==> src/rtl/servo_pkg.sv <==
// ============================================================
// servo_pkg: shared types and helpers for the servo pulse decoder
// Rev 1.0
// ============================================================
`default_nettype none

package servo_pkg;

  typedef enum logic [1:0] {
    WAIT_LOW  = 2'd0,
    WAIT_RISE = 2'd1,
    HIGH      = 2'd2
  } state_t;

  typedef logic [15:0] width_t;

  localparam int unsigned DEF_CLK_HZ = 25_000_000;
  localparam int unsigned US_DIV     = DEF_CLK_HZ / 1_000_000;

  function automatic int unsigned us_div(input int unsigned clk_hz);
    return clk_hz / 1_000_000;
  endfunction

  // Fixed-point gain mapping (width - min) onto 0..2^pos_w-1, rounded to nearest.
  function automatic longint unsigned calc_scale(input int unsigned min_us,
                                                 input int unsigned max_us,
                                                 input int unsigned pos_w);
    longint unsigned span;
    longint unsigned num;
    span = 64'(max_us - min_us);
    num  = (64'd1 << 16) * ((64'd1 << pos_w) - 64'd1);
    return (num + span / 64'd2) / span;
  endfunction

endpackage

`default_nettype wire

==> src/rtl/sync_edge.sv <==
// ============================================================
// sync_edge: multi-flop synchronizer with rise/fall detect
// Rev 1.0
// ============================================================
`default_nettype none

module sync_edge #(
  parameter int unsigned STAGES      = 2,
  parameter logic        RESET_LEVEL = 1'b0
) (
  input  logic clk,
  input  logic rst,
  input  logic din,
  output logic level,
  output logic rise,
  output logic fall
);

  logic [STAGES-1:0] sync_q;
  logic              prev_q;

  always_ff @(posedge clk or posedge rst) begin
    if (rst) begin
      sync_q <= {STAGES{RESET_LEVEL}};
      prev_q <= RESET_LEVEL;
    end else begin
      sync_q <= {sync_q[STAGES-2:0], din};
      prev_q <= sync_q[STAGES-1];
    end
  end

  assign level = sync_q[STAGES-1];
  assign rise  = level & ~prev_q;
  assign fall  = ~level & prev_q;

endmodule

`default_nettype wire

==> src/rtl/servo_pulse_decoder.sv <==
// ============================================================
// servo_pulse_decoder: measures RC-servo pulse width, emits position code
// Rev 1.0
// ============================================================
`default_nettype none

module servo_pulse_decoder
  import servo_pkg::*;
#(
  parameter int unsigned CLK_HZ      = 25_000_000,
  parameter int unsigned MIN_US      = 1000,
  parameter int unsigned MAX_US      = 2000,
  parameter int unsigned TIMEOUT_US  = 25000,
  parameter int unsigned SYNC_STAGES = 2,
  parameter int unsigned POS_W       = 8
) (
  input  logic             clk,
  input  logic             rst,
  input  logic             pulse_in,
  output logic [15:0]      width_us,
  output logic [POS_W-1:0] pos,
  output logic             pos_valid,
  output logic             err_range,
  output logic             signal_lost,
  output logic             led_verde,
  output logic             led_verm
);

  localparam int unsigned CYC_PER_US = us_div(CLK_HZ);
  localparam int unsigned PW         = $clog2(CYC_PER_US + 1);
  localparam logic [PW-1:0] PRESC_LAST = PW'(CYC_PER_US - 1);
  localparam width_t      TIMEOUT    = width_t'(TIMEOUT_US);
  localparam width_t      MIN_W      = width_t'(MIN_US);
  localparam width_t      MAX_W      = width_t'(MAX_US);
  localparam logic [31:0] SCALE      = 32'(calc_scale(MIN_US, MAX_US, POS_W));
  localparam logic [31:0] POS_MAX    = 32'((64'd1 << POS_W) - 64'd1);

  logic pin_level, pin_rise, pin_fall;

  // Idle-high reset level keeps a pulse already present at reset release from
  // looking like a fresh rising edge.
  sync_edge #(
    .STAGES      (SYNC_STAGES),
    .RESET_LEVEL (1'b1)
  ) u_sync (
    .clk   (clk),
    .rst   (rst),
    .din   (pulse_in),
    .level (pin_level),
    .rise  (pin_rise),
    .fall  (pin_fall)
  );

  logic [PW-1:0] presc_q;
  logic          us_tick;

  assign us_tick = (presc_q == PRESC_LAST);

  always_ff @(posedge clk or posedge rst) begin
    if (rst)                     presc_q <= '0;
    else if (pin_rise || us_tick) presc_q <= '0;
    else                         presc_q <= presc_q + PW'(1);
  end

  state_t state_q, state_d;
  width_t us_cnt_q, us_cnt_d, us_cnt_inc;
  logic   timeout_hit, capture;

  // Captured value includes a tick landing on the falling-edge cycle itself.
  assign us_cnt_inc  = (us_tick && us_cnt_q != TIMEOUT) ? us_cnt_q + 16'd1 : us_cnt_q;
  assign timeout_hit = us_tick && (us_cnt_q == TIMEOUT - 16'd1);

  always_comb begin
    state_d  = state_q;
    us_cnt_d = us_cnt_inc;
    capture  = 1'b0;
    case (state_q)
      WAIT_LOW: begin
        if (!pin_level) begin
          state_d  = WAIT_RISE;
          us_cnt_d = '0;
        end
      end
      WAIT_RISE: begin
        if (pin_rise) begin
          state_d  = HIGH;
          us_cnt_d = '0;
        end
      end
      HIGH: begin
        if (pin_fall) begin
          capture  = 1'b1;
          state_d  = WAIT_RISE;
          us_cnt_d = '0;
        end else if (timeout_hit) begin
          state_d  = WAIT_LOW;
          us_cnt_d = '0;
        end
      end
      default: state_d = WAIT_LOW;
    endcase
  end

  always_ff @(posedge clk or posedge rst) begin
    if (rst) begin
      state_q  <= WAIT_LOW;
      us_cnt_q <= '0;
    end else begin
      state_q  <= state_d;
      us_cnt_q <= us_cnt_d;
    end
  end

  width_t      cap_q, w2_q;
  logic        cap_vld_q, s2_vld_q, in_range_q;
  logic [31:0] prod_q, prod_d;
  logic [POS_W-1:0] pos_scaled;

  assign prod_d     = 32'((48'(cap_q - MIN_W) * 48'(SCALE)) >> 16);
  assign pos_scaled = (prod_q > POS_MAX) ? POS_MAX[POS_W-1:0] : prod_q[POS_W-1:0];

  always_ff @(posedge clk or posedge rst) begin
    if (rst) begin
      cap_q       <= '0;
      cap_vld_q   <= 1'b0;
      w2_q        <= '0;
      s2_vld_q    <= 1'b0;
      in_range_q  <= 1'b0;
      prod_q      <= '0;
      width_us    <= '0;
      pos         <= '0;
      pos_valid   <= 1'b0;
      err_range   <= 1'b0;
      signal_lost <= 1'b1;
      led_verde   <= 1'b0;
    end else begin
      cap_vld_q <= capture;
      if (capture) cap_q <= us_cnt_inc;

      s2_vld_q <= cap_vld_q;
      if (cap_vld_q) begin
        w2_q       <= cap_q;
        in_range_q <= (cap_q >= MIN_W) && (cap_q <= MAX_W);
        prod_q     <= prod_d;
      end

      pos_valid <= s2_vld_q & in_range_q;
      err_range <= s2_vld_q & ~in_range_q;
      if (s2_vld_q) width_us <= w2_q;
      if (s2_vld_q && in_range_q) pos <= pos_scaled;

      if (timeout_hit) begin
        signal_lost <= 1'b1;
        led_verde   <= 1'b0;
      end else if (s2_vld_q && in_range_q) begin
        signal_lost <= 1'b0;
        led_verde   <= 1'b1;
      end
    end
  end

  assign led_verm = signal_lost;

endmodule

`default_nettype wire
==> config.mk <==
export PLATFORM = sky130hd
export DESIGN_NAME = servo_pulse_decoder
export DESIGN_NICKNAME = d
export VERILOG_FILES = /design/src/rtl/servo_pkg.sv /design/src/rtl/sync_edge.sv /design/src/rtl/servo_pulse_decoder.sv
export SDC_FILE = /design/constraint.sdc
export NUM_CORES = 1
export LEC_CHECK = 0
export ABC_AREA = 1
export CAP_MARGIN = 10
export CORE_ASPECT_RATIO = 0.5
export CORE_MARGIN = 3
export CORE_UTILIZATION = 29
export CTS_BUF_LIST = sky130_fd_sc_hd__clkbuf_16
export CTS_CLUSTER_SIZE = 8
export DETAILED_ROUTE_END_ITERATION = 10
export HOLD_SLACK_MARGIN = 0.15
export PLACE_DENSITY = 0.48
export SETUP_SLACK_MARGIN = 0.2
export SYNTH_ARGS = -nofsm -noshare
export SYNTH_HDL_FRONTEND = slang
export SYNTH_HIERARCHICAL = 1
export SYNTH_SLANG_ARGS = --single-unit
==> constraint.sdc <==
create_clock -name clk -period 8.8 [get_ports clk]
set_clock_uncertainty 0.05 [all_clocks]
set_input_delay 1.32 -clock clk [delete_from_list [all_inputs] [get_ports clk]]
set_output_delay 1.32 -clock clk [all_outputs]
set_load 0.005 [all_outputs]
# Word level (Yosys, flattened, before mapping)
# Cells that the tools add are included.
[totals]
register_bits = 121
input_bits = 3
word_cells = 66
[op_classes]
n_addsub = 3
mul = 1
order_cmp = 3
n_eq_ne = 8
n_mux = 19
bitwise_logic = 7
n_reduce_logical = 8
[ops]
columns = ["cell", "n"]
rows = [
  ["$mux W16", 5],
  ["$mul A48 B12 Y45 const B", 1],
  ["$pmux W16 S3", 1],
  ["$gt A32 B8 Y1 const B", 1],
  ["$sub A16 B10 Y17 const B", 1],
  ["$add A16 B1 Y16 const B", 1],
  ["$eq A16 B15 Y1 const B", 1],
  ["$ge A16 B10 Y1 const B", 1],
  ["$le A16 B11 Y1 const B", 1],
  ["$ne A16 B15 Y1 const B", 1],
  ["$mux W2", 4],
  ["$mux W8", 1],
  ["$mux W1", 6],
  ["$pmux W2 S3", 1],
  ["$add A5 B1 Y5 const B", 1],
  ["$eq A5 B5 Y1 const B", 1],
  ["$mux W5", 1],
  ["$and A1 B1 Y1", 4],
  ["$logic_and A1 B1 Y1", 4],
  ["$ne A2 B2 Y1 const B", 2],
  ["$ne A3 B3 Y1 const B", 1],
  ["$not A1 Y1", 3],
  ["$reduce_and A3 Y1", 1],
  ["$eq A2 B1 Y1 const B", 1],
  ["other kinds (4)", 4],
]

# Logic depth before layout (Yosys ltp)
[depth]
depth_word = 6
depth_mapped = 29
depth_no_buf = 29

# Modules after synthesis
# The synthesis kept the hierarchy.
[by_module_without_submodules]
columns = ["mod", "instances", "cells_each", "area_each_um2", "seq_area_each_um2"]
rows = [
  ["servo_pulse_decoder", 1, 1084, 8627.0, 2954.1],
  ["sync_edge", 1, 8, 97.6, 78.8],
]

# Worst setup path after synthesis
# OpenSTA, ideal clock, no wires.
[synth_timing]
path_kind = "reg-to-reg"
from = "register cap_q[3]"
to = "register prod_q[19]"
t_arrival_ns = 4.650
slack_ns = 4.035
path_stages_with_launch = 27
path_buffers = 1
period_less_slack_ns = 4.765
cell_sequence = "dfrtp_1 > inv_1 > ha_1 > nor2_2 > nand4_2 > nand2_2 > inv_2 > nand4_1 > nand2_1 > ha_1 > ha_1 > ha_1 > fa_1 > inv_1 > fa_1 > inv_1 > ha_1 > nand2_1 > inv_1 > nand2_1 > nand2_1 > a21oi_1 > nor2_1 > nor2_4 > nand4_4 > buf_6 > nand2_2"
[synth_between]
elab_chain_cells = 2
[synth_lines]
columns = ["element", "line_no", "rtl"]
rows = [
  ["from (decl)", "servo_pulse_decoder.sv:114", "width_t cap_q, w2_q;"],
  ["from (signal assigned)", "servo_pulse_decoder.sv:138", "if (capture) cap_q <= us_cnt_inc;"],
  ["$sub A16 B10 Y17", "servo_pulse_decoder.sv:119", "assign prod_d = 32'((48'(cap_q - MIN_W) * 48'(SCALE)) >> 16);"],
  ["$mul A48 B12 Y45", "servo_pulse_decoder.sv:119", ""],
  ["to (signal assigned)", "servo_pulse_decoder.sv:144", "prod_q <= prod_d;"],
  ["to (decl)", "servo_pulse_decoder.sv:116", "logic [31:0] prod_q, prod_d;"],
]
# Every way passes these cells.
# A chain may end at the register's enable or synchronous reset.

# Worst setup path in the final report
[layout_timing]
from = "register cap_q[3]"
to = "register prod_q[31]"
# Same word-level chain as after synthesis.

==> summary.md <==
| Metric | Value |
|---|---|
| Status | finished clean |
| Reg2Reg Launch Point | cap_q[3] |
| Pleak | roughly 5.2 nW |
| Crit. End Element | register |
| Number of I/O pins | 32 |
| Core area | slightly below 0.03 mm^2 |
| Nets | ~1.2k |
| Placed cell area | about 0.0094 mm^2 |
| Area leader, netlist | dfrtp_1 |
| Number of global-route vias before repair | between 7k and 8k |
| Final instance area | roughly 0.01 mm^2 |
| Mux cell area share after synthesis | 0% |
| Syn Area/Cell | 7.99 um^2 |
| Final setup viols | 0 |
| Max-Cap Viols | 0 |
| Max clock buf depth | 2 |
| CP bufs+invs | 5 |
| Worst hold path class | reg -> reg |
| Critical Path Max Stage Delay | 540 ps |
| Power Density | 200 mW/mm^2 |
| Async SR Flop Fraction | 100% |
| Final setup TNS | 0 ps |
| Overall via count from detail_route | between 6k and 7k |
| Synthesis-to-finish area growth | 15.0% |
| Synth cell count leaders | nand2_1 (294), inv_1 (158), dfrtp_1 (117) |
| Share of layout cells above drive strength 1 | 7.14% |
| Width of the die | ~250 um |
| Cell Rows | 44 |
| Clk pin slew, worst setup/hold paths | 60 ps |
| Sink Count | roughly 120 |
| Number of flops mapped to enable cells by yosys | 0 |
| Mapped Area | around 0.0087 mm^2 |
| Later-pin clock latency in the skew report | roughly 440 ps |
| Overall Power | 2.01 mW |
| Sequential-to-total area share from yosys stat | between 30% and 40% |
| Top cells by area, synth | dfrtp_1 (34%), ha_1 (14%), nand2_1 (13%) |
| Count leader, synth | nand2_1 |
| Main combinational cell family by area after synthesis | simple AND/OR/NAND/NOR gates |
| Synthesis-stage register bit count | between 100 and 150 |
| Gpl congestion | between 0.8 and 0.9 |
| Max IR drop VDD | ~0.00011 V |
| Synth Net Count | 1218 |
| Port buffer count | 31 |
| Drt total wl | 22000 um |
| # diodes | 0 |
| CTS H-Tree Depth | 4 |
| Die Span Y | between 100 and 150 um |
| DR DRC count | 0 |
| Post-CTS setup buffers | 0 |
| Initial antenna violation count | 0 |
| Final cell count without fillers | 1525 |
| Yosys warns | 6 |
| Fin crit period | 5430 ps |
| Final core occ | roughly a third |
| CP max FO | 15 |
| WL per Instance | 14.5 um |
| Final period utilization | 61.8% |
| Worst slew pin tran | between 800 and 900 ps |
| Top-area cell type share of the netlist area | 33.6% |
| Fmax | about 180 MHz |
| Worst EP required | slightly above 9000 ps |
| Slew HR | a little over two fifths |
| Post-Synth XOR/XNOR Area | 3.80% |
| Ys flop type | dfrtp_1 |
| Die area | 0.0323 mm^2 |
| Synth Area in Adders | between 10% and 20% |
| Worst min-delay path startpoint | u_sync/sync_q[0] |
| DRC marker count from the first detailed-route iteration | 364 |
| Placed cells | 1494 |
| Final hold vios | 0 |
| Num CTS Buffers | 17 |
| Synth unique cells | 50 |
| CP startpoint | cap_q[3] |
| Setup CP Type | reg -> reg |
| Post-CTS Resized | 0 |
| Crit path max-delay family | adder cells |
| CTS root buffer | clkbuf_16 |
| Hold-fix buffers at CTS | 0 |
| Vias/cell | 4.54 |
| Largest net degree at the start of global routing | 62 |
| Post-Synth Simple-Gate Area | about a quarter |
| Slowest stage cell on the critical path | fa_1 |
| TritonCTS clock tree | yes |
| Worst Setup Start Kind | register |
| Final Max Tran Viols | 0 |
| Post-DP HPWL | ~17000 um |
| Starting Density | between 20 and 30% |
| CP arrival | about 5700 ps |
| Global route overflow | 0 |
| Initial DRT Pass Iterations | 5 |
| Syn Inst Count | approximately 1.1k |
| Antenna-violating nets left | 0 |
| First-pass GRT wire length | ~37000 um |
| Unrepaired setup endpoints after global routing | false |
| Total track usage | 14.4% |
| Synth Area in Compound Gates | between 8 and 9% |
power by group:
group          leakage [nW]  internal, mW  switching, mW
clock network         0.299         0.468          0.259
registers              1.60         0.644         0.0562
logic                  3.34         0.204          0.377
cell usage in the layout (no fill, tap or decap), drive strengths merged:
master and n:
fa 25, a21boi 1, or2 9, bufinv 4, ha 98, a31oi 8
clkinv 6, and3 1, inv 168, nand3 37, xnor2 12, o21ai 73
o31ai 1, clkbuf 17, nor2 93, o41ai 1, dfstp 4, nand4 21
a21oi 26, xor2 25, o21bai 7, o211ai 1, a21o 5, clkdlybuf4s50 31
nand2 312, o21a 1, clkinvlp 2, a31o 1, nand3b 5, dfrtp 117
nor4 10, buf 3, nor3 9
routing by layer:
layer / track usage (%) / share of wire (%)
met1: 19.3 / 49
met2: 23.7 / 46
met3: 3.11 / 3.2
met4: 4.26 / 1.7
met5: 0 / 0
worst paths after layout:
check | end | slack (ps) | cells after the start
max in group asynchronous | prod_q[8] | 6040 | 3
setup reg to reg | prod_q[31] | 3370 | 25
hold reg to reg | u_sync/sync_q[1] | 300 | 0
min in group asynchronous | u_sync/sync_q[0] | 1280 | 2
setup / recovery | prod_q[31] | 3370 | 25
hold / removal | u_sync/sync_q[1] | 300 | 0
flip-flops by register name, summed over array words and instances (netlist names), 2 cells and up:
| register | flops |
|---|---|
| prod_q | 32 |
| u_sync/sync_q | 2 |
| w2_q | 16 |
| cap_q | 16 |
| us_cnt_q | 16 |
| state_q | 2 |
| width_us | 16 |
| pos | 8 |
| presc_q | 5 |
through the flow:
| step | setup WS [ps] | hold slack (ps) |
|---|---|---|
| after floorplan | 4040 | 295 |
| after global placement | 3350 | 297 |
| after detailed placement | 3370 | 298 |
| after CTS | 3330 | 306 |
| after global routing | 2940 | 309 |
| final | 3370 | 305 |
cell families (layout without fill, tap and decap cells):
kind of cell / Yosys count / after routing
and+or+nand+nor: 497 / 497
DFF: 121 / 121
AOI/OAI and AO/OA: 125 / 125
buffers and inverters: 189 / 231
xor gates and xnor gates: 37 / 37
adders and majority gates: 123 / 123
cell type report:
class                           instances  area [um^2]
Multi-Input combinational cell        782         4950
Sequential cell                       121         3030
Fill cell                            3081        19300
Inverter                              166          626
Clock inverter                         14          183
Timing Repair Buffer                   34          333
Tap cell                              391          489
Clock buffer                           17          425
(Power assumes the default switching activity.)
